--- src/rtl/alu_operand_sequencer_if.sv ---
// Handshake bundle between the pad-side byte stream, the sequencer and the ALU.
//   in_data / in_valid / in_ready : byte stream into the sequencer
//   out_a / out_b / out_opc       : assembled ALU command
//   out_valid / out_ready         : command handshake towards the ALU
// The slave modport is the sequencer's view; master is the surrounding system.
interface alu_operand_sequencer_if #(
  parameter int unsigned DATA_W = 8,
  parameter int unsigned OPC_W  = 4
);
  logic [DATA_W-1:0] in_data;
  logic              in_valid;
  logic              in_ready;
  logic [DATA_W-1:0] out_a;
  logic [DATA_W-1:0] out_b;
  logic [OPC_W-1:0]  out_opc;
  logic              out_valid;
  logic              out_ready;

  modport master (
    output in_data, in_valid, out_ready,
    input  in_ready, out_a, out_b, out_opc, out_valid
  );

  modport slave (
    input  in_data, in_valid, out_ready,
    output in_ready, out_a, out_b, out_opc, out_valid
  );
endinterface

--- src/rtl/alu_operand_sequencer.sv ---
// Assembles three-byte frames (opcode, operand A, operand B) from a byte stream into one
// parallel ALU command, presented on a valid/ready handshake.
// Ports:
//   clk          rising-edge clock
//   rst          synchronous active-high reset
//   bus          alu_operand_sequencer_if.slave (byte input and command output handshakes)
//   busy         frame partially received or command pending
//   frame_err    one-cycle pulse on a dropped opcode byte or a discarded frame
//   issue_count  number of accepted commands, modulo 256
// Optional feature: define SEQ_TIMEOUT_EN to abandon partial frames after TIMEOUT idle cycles.
module alu_operand_sequencer #(
  parameter int unsigned DATA_W  = 8,
  parameter int unsigned OPC_W   = 4,
  parameter int unsigned TIMEOUT = 255
) (
  input  logic                          clk,
  input  logic                          rst,
  alu_operand_sequencer_if.slave        bus,
  output logic                          busy,
  output logic                          frame_err,
  output logic [7:0]                    issue_count
);

  typedef enum logic [1:0] {StIdle, StWaitA, StWaitB, StIssue} state_e;

  localparam logic [3:0] SyncMarker = 4'hA;

  state_e            state_q;
  logic [DATA_W-1:0] a_q;
  logic [DATA_W-1:0] b_q;
  logic [OPC_W-1:0]  opc_q;
  logic              valid_q;
  logic              err_q;
  logic [7:0]        count_q;

  logic in_xfer;
  logic out_xfer;

  assign in_xfer  = bus.in_valid && bus.in_ready;
  assign out_xfer = valid_q && bus.out_ready;

`ifdef SEQ_TIMEOUT_EN
  localparam int unsigned CntW = (TIMEOUT < 2) ? 1 : $clog2(TIMEOUT + 1);
  logic [CntW-1:0] idle_cnt_q;
  logic            timeout_hit;
  // Fires on the TIMEOUT-th consecutive cycle without a transfer.
  assign timeout_hit = !in_xfer && (idle_cnt_q == CntW'(TIMEOUT - 1));
`endif

  always_ff @(posedge clk) begin
    if (rst) begin
      state_q <= StIdle;
      a_q     <= '0;
      b_q     <= '0;
      opc_q   <= '0;
      valid_q <= 1'b0;
      err_q   <= 1'b0;
      count_q <= '0;
`ifdef SEQ_TIMEOUT_EN
      idle_cnt_q <= '0;
`endif
    end else begin
      err_q <= 1'b0;
`ifdef SEQ_TIMEOUT_EN
      idle_cnt_q <= '0;
`endif
      case (state_q)
        StIdle: begin
          if (in_xfer) begin
            if (bus.in_data[DATA_W-1 -: 4] == SyncMarker) begin
              opc_q   <= bus.in_data[OPC_W-1:0];
              state_q <= StWaitA;
            end else begin
              err_q <= 1'b1;
            end
          end
        end
        StWaitA: begin
          if (in_xfer) begin
            a_q     <= bus.in_data;
            state_q <= StWaitB;
          end
`ifdef SEQ_TIMEOUT_EN
          else if (timeout_hit) begin
            err_q   <= 1'b1;
            state_q <= StIdle;
          end else begin
            idle_cnt_q <= idle_cnt_q + 1'b1;
          end
`endif
        end
        StWaitB: begin
          if (in_xfer) begin
            b_q     <= bus.in_data;
            valid_q <= 1'b1;
            state_q <= StIssue;
          end
`ifdef SEQ_TIMEOUT_EN
          else if (timeout_hit) begin
            err_q   <= 1'b1;
            state_q <= StIdle;
          end else begin
            idle_cnt_q <= idle_cnt_q + 1'b1;
          end
`endif
        end
        StIssue: begin
          if (out_xfer) begin
            valid_q <= 1'b0;
            count_q <= count_q + 8'd1;
            state_q <= StIdle;
          end
        end
        default: state_q <= StIdle;
      endcase
    end
  end

  // No bytes accepted while a command is pending or during reset.
  assign bus.in_ready  = (state_q != StIssue) && !rst;
  assign bus.out_a     = a_q;
  assign bus.out_b     = b_q;
  assign bus.out_opc   = opc_q;
  assign bus.out_valid = valid_q;
  assign busy          = (state_q != StIdle);
  assign frame_err     = err_q;
  assign issue_count   = count_q;

endmodule

--- src/flat_wrapper.sv ---
// flat-port wrapper written by rule: the top's interface ports become plain ports
module alu_operand_sequencer_flat 
#(
  parameter int unsigned DATA_W  = 8,
  parameter int unsigned OPC_W   = 4,
  parameter int unsigned TIMEOUT = 255
)
  (clk, rst, busy, frame_err, issue_count, bus_in_data, bus_in_valid, bus_out_ready, bus_in_ready, bus_out_a, bus_out_b, bus_out_opc, bus_out_valid);
  alu_operand_sequencer_if #(.DATA_W(DATA_W), .OPC_W(OPC_W)) bus_i ();
  input  logic clk;
  input  logic rst;
  output logic busy;
  output logic frame_err;
  output logic [7:0] issue_count;
  input wire logic [$bits(bus_i.in_data)-1:0] bus_in_data;
  input wire logic [$bits(bus_i.in_valid)-1:0] bus_in_valid;
  input wire logic [$bits(bus_i.out_ready)-1:0] bus_out_ready;
  output wire logic [$bits(bus_i.in_ready)-1:0] bus_in_ready;
  output wire logic [$bits(bus_i.out_a)-1:0] bus_out_a;
  output wire logic [$bits(bus_i.out_b)-1:0] bus_out_b;
  output wire logic [$bits(bus_i.out_opc)-1:0] bus_out_opc;
  output wire logic [$bits(bus_i.out_valid)-1:0] bus_out_valid;
  assign bus_i.in_data = bus_in_data;
  assign bus_i.in_valid = bus_in_valid;
  assign bus_i.out_ready = bus_out_ready;
  assign bus_in_ready = bus_i.in_ready;
  assign bus_out_a = bus_i.out_a;
  assign bus_out_b = bus_i.out_b;
  assign bus_out_opc = bus_i.out_opc;
  assign bus_out_valid = bus_i.out_valid;
  alu_operand_sequencer #(.DATA_W(DATA_W), .OPC_W(OPC_W), .TIMEOUT(TIMEOUT)) u_core (.clk(clk), .rst(rst), .bus(bus_i), .busy(busy), .frame_err(frame_err), .issue_count(issue_count));
endmodule
--- config.mk ---
export PLATFORM = sky130hd
export DESIGN_NAME = alu_operand_sequencer_flat
export DESIGN_NICKNAME = d
export VERILOG_FILES = /design/src/rtl/alu_operand_sequencer_if.sv /design/src/rtl/alu_operand_sequencer.sv /design/src/flat_wrapper.sv
export SDC_FILE = /design/constraint.sdc
export NUM_CORES = 1
export LEC_CHECK = 0
export ABC_AREA = 0
export CAP_MARGIN = 40
export CELL_PAD_IN_SITES_DETAIL_PLACEMENT = 2
export CELL_PAD_IN_SITES_GLOBAL_PLACEMENT = 2
export CORE_UTILIZATION = 23
export DETAILED_ROUTE_END_ITERATION = 8
export PLACE_DENSITY_LB_ADDON = 0.1
export SETUP_SLACK_MARGIN = 0.5
export SLEW_MARGIN = 0
export SYNTH_ARGS = -nofsm -noshare
export SYNTH_HDL_FRONTEND = slang
export SYNTH_SLANG_ARGS = --single-unit
--- constraint.sdc ---
create_clock -name clk -period 1.6 [get_ports clk]
set_input_delay 0.48 -clock clk [delete_from_list [all_inputs] [get_ports clk]]
set_output_delay 0.48 -clock clk [all_outputs]
set_load 0.005 [all_outputs]
==> results.toml <==
[pwr]
powerDensity_nw_per_um2 = 844
power_frac_clock = 0.410
power_switching_mw = 0.531
p_int_mw = 1.58
seq_power_share = 0.400
ir_drop_v = 0.000390
leakage_nw = 1.10
swShare = 0.251
power_mw = 2.11
combPwrFrac = 0.190

[timing]
worstMarginPinSlew_ns = 0.319
drv_slew = 0
period_minus_slack_ns = 1.70
setup_violations = 3
fin_skew_ns = 0.00494
max_freq_ghz = 0.590
hold_violations = 0
setup_slack_ns = -0.0954
relSlewSlack = 0.788
period_share = 1.06
rsz0062_at_grt = "yes"

[cells_and_area]
area_growth_pct = 84.8
nets = 261
nFillCells = 619
fin_util = 0.446
layout-drive-gt1-share = 0.705
fin_cells = 316
diodes = 0
multi_input_area_um2 = 938
seqCellArea_um2 = 684

[worst_setup_path]
slowest_delay_ns = 0.38
crit_path_end_kind = "flip-flop"
cpLargestDelayFamily = "compound AO/OA/AOI/OAI gates"
crit_fanout = 4
path_class = "reg -> reg"
crit_cells = 5
cp_cell_sequence = "ha_4, or3b_4, a21o_1, a221oi_4, mux2i_1"
crit_required_ns = 1.80
cp.arrival_ns = 1.90
worstPathBufferInverterCount = 0
crit_slowest_cell = "or3b_4"
worstRegToRegCells = 5
critPathLaunchType = "flip-flop"

[floorplanning]
die_area_um2 = 6200
die-width_um = 78.8
die_h_um = 78.8
ios = 44
core_area_um2 = 5610
rows = 27
start_util = 0.242

[placement]
io_buffers = 43
dp_hpwl_um = 3410
gp_congestion = 0.690
post-place-cells = 290

[synth]
syn_nets = 175
ys_seq_area_frac = 0.473
syn_area_per_cell_um2 = 8.63
synth-seq-cells = 32
synthArstFlopShare = 0
synth_edf_count = 0
synth_cells = 157
synthFlopType = "dfxtp_1"
netlist_area_um2 = 1360
synth_cell_types = 26
yosysWarnings = 0

[run_status]
status = "finished, violations left"
failed_checks = "negative setup slack"

[global_routing]
grt_pass1_vias = 1523
track_usage = 0.168
grt_max_degree = 24
grt_util_met3 = 0.0356
grt_use_met1 = 0.192
grt_pass1_wl_um = 7790
gr-usage-met2 = 0.306
top_usage_layer = "met2"
antenna_found_initial = 0
grt_overflow = 0

[cts]
cts_max_level = 2
clk_pin_slew_worst_paths_ns = 0.07
cts_root_buf = "clkbuf_8"
cts_max_path_buffers = 2
cts.sinks = 32
clkLatencyLatePin_ns = 0.29
cts_inserted_buffers = 5
cts_tree = "yes"

[detailed_routing]
num_vias = 1408
drt_wl_total_um = 4940
dr.pass1.iters = 4
avgRoutedWirePerCell_um = 15.6
drc_errors = 0
drt_iter0_drc = 55
avgViaCountPerCell = 4.46
drtAntennaViolNets = 0

[hold_path]
hp-class = "reg -> reg"
worstHoldPathCells = 2

[run]
max-cap-violations = 0
[cells by family after synthesis]
logic type	Yosys count	share of synthesized area
muxes	6	0.0443
DFF	32	0.473
adders and majority gates	6	0.0554
buffers and inverters	10	0.0332
xor gates and xnor gates	6	0.0388
and+or+nand+nor	72	0.242
AOI/OAI and AO/OA	25	0.114
[per-stage QoR]
step	worst slack, ns	instance area, µm²	hold WS, ns	setup TNS (ns)
after floorplan	-0.0630	1410	0.453	-0.126
after global placement	-0.516	2090	0.446	-11.18
after detailed placement	-0.636	2090	0.448	-12.60
after CTS	-0.138	2360	0.454	-0.374
after global routing	-0.176	2500	0.472	-0.767
final	-0.0954	2500	0.457	-0.187
[sequential cells by signal, summed over array words and instances (netlist names)]
name,flops
u_core.bus.out_a,8
u_core.bus.out_b,8
u_core.issue_count,8
u_core.bus.out_opc,4
u_core.state_q,2
u_core.bus.out_valid,1
u_core.frame_err,1
[per-layer routing]
layer,vias to the layer above,share of wire
li1,690,-
met1,687,0.41
met2,25,0.54
met3,6,0.033
met4,0,0.012
met5,-,0
[power groups by stage]
stage	sequential [mW]	combinational, mW	clock [mW]
2_1_floorplan	0.855	0.145	0
3_3_place_gp	0.856	0.312	0
3_5_place_dp	0.858	0.331	0
4_1_cts	0.844	0.371	0.890
5_1_grt	0.847	0.439	0.928
6_report	0.844	0.401	0.867
[Yosys cell counts (all sizes together), types with 3 or more instances]
| master | n | area share |
|---|---|---|
| nand2 | 40 | 0.11 |
| nand4 | 3 | 0.014 |
| clkbuf | 6 | 0.017 |
| nor2 | 11 | 0.030 |
| nand2b | 4 | 0.018 |
| xor2 | 3 | 0.019 |
| nand3 | 3 | 0.011 |
| dfxtp | 32 | 0.47 |
| ha | 6 | 0.055 |
| mux2i | 6 | 0.044 |
| nor3 | 3 | 0.011 |
| xnor2 | 3 | 0.019 |
| a21oi | 19 | 0.070 |
| inv | 3 | 0.0083 |
[area by class of cell]
class | instances | share of cell area
multi-input cells | 115 | 0.375
inverters | 3 | 0.00450
repair buffers | 86 | 0.261
clock buffers | 7 | 0.0385
well taps | 72 | 0.0360
clock inverters | 1 | 0.0120
flip-flops and latches | 32 | 0.273
[worst min-delay path, delay by kind of cell (launching register included)]
family	cells	cell delay (ns)
AND/OR/NAND/NOR	1	0.05
AO/OA/AOI/OAI	1	0.05
flip-flops	1	0.32
[repair_timing]
action | in CTS | in global routing
setup buffers | 14 | 4
setup endpoints to repair | 64 | 64
hold buffers | 0 | 0
resized for setup | 215 | 29
pin swaps | 24 | 18
[cell usage in the layout, fill, tap and decap left out, types with 3 or more instances in the layout]
cell	Yosys	final
nand4_1	3	3
nor2_1	11	10
clkdlybuf4s50_1	0	4
nand2_2	0	15
nand2b_1	4	4
buf_2	0	27
clkbuf_8	0	7
dfxtp_2	0	29
a21oi_2	0	16
dlygate4sd2_1	0	4
buf_6	1	12
buf_4	0	37
mux2i_1	6	6
a21oi_1	19	3
nand2_1	40	23
[path summary, 6_finish.rpt]
path	startpoint	to	slack, ns
worst min-delay path	u_core.bus.out_b[4]	u_core.bus.out_b[4]	0.46
worst max register to register	u_core.state_q[0]	u_core.state_q[1]	-0.1
worst max-delay path	u_core.state_q[0]	u_core.state_q[1]	-0.1
worst min register to register	u_core.bus.out_b[4]	u_core.bus.out_b[4]	0.46
Note: power is estimated with default switching activity, not from simulation.
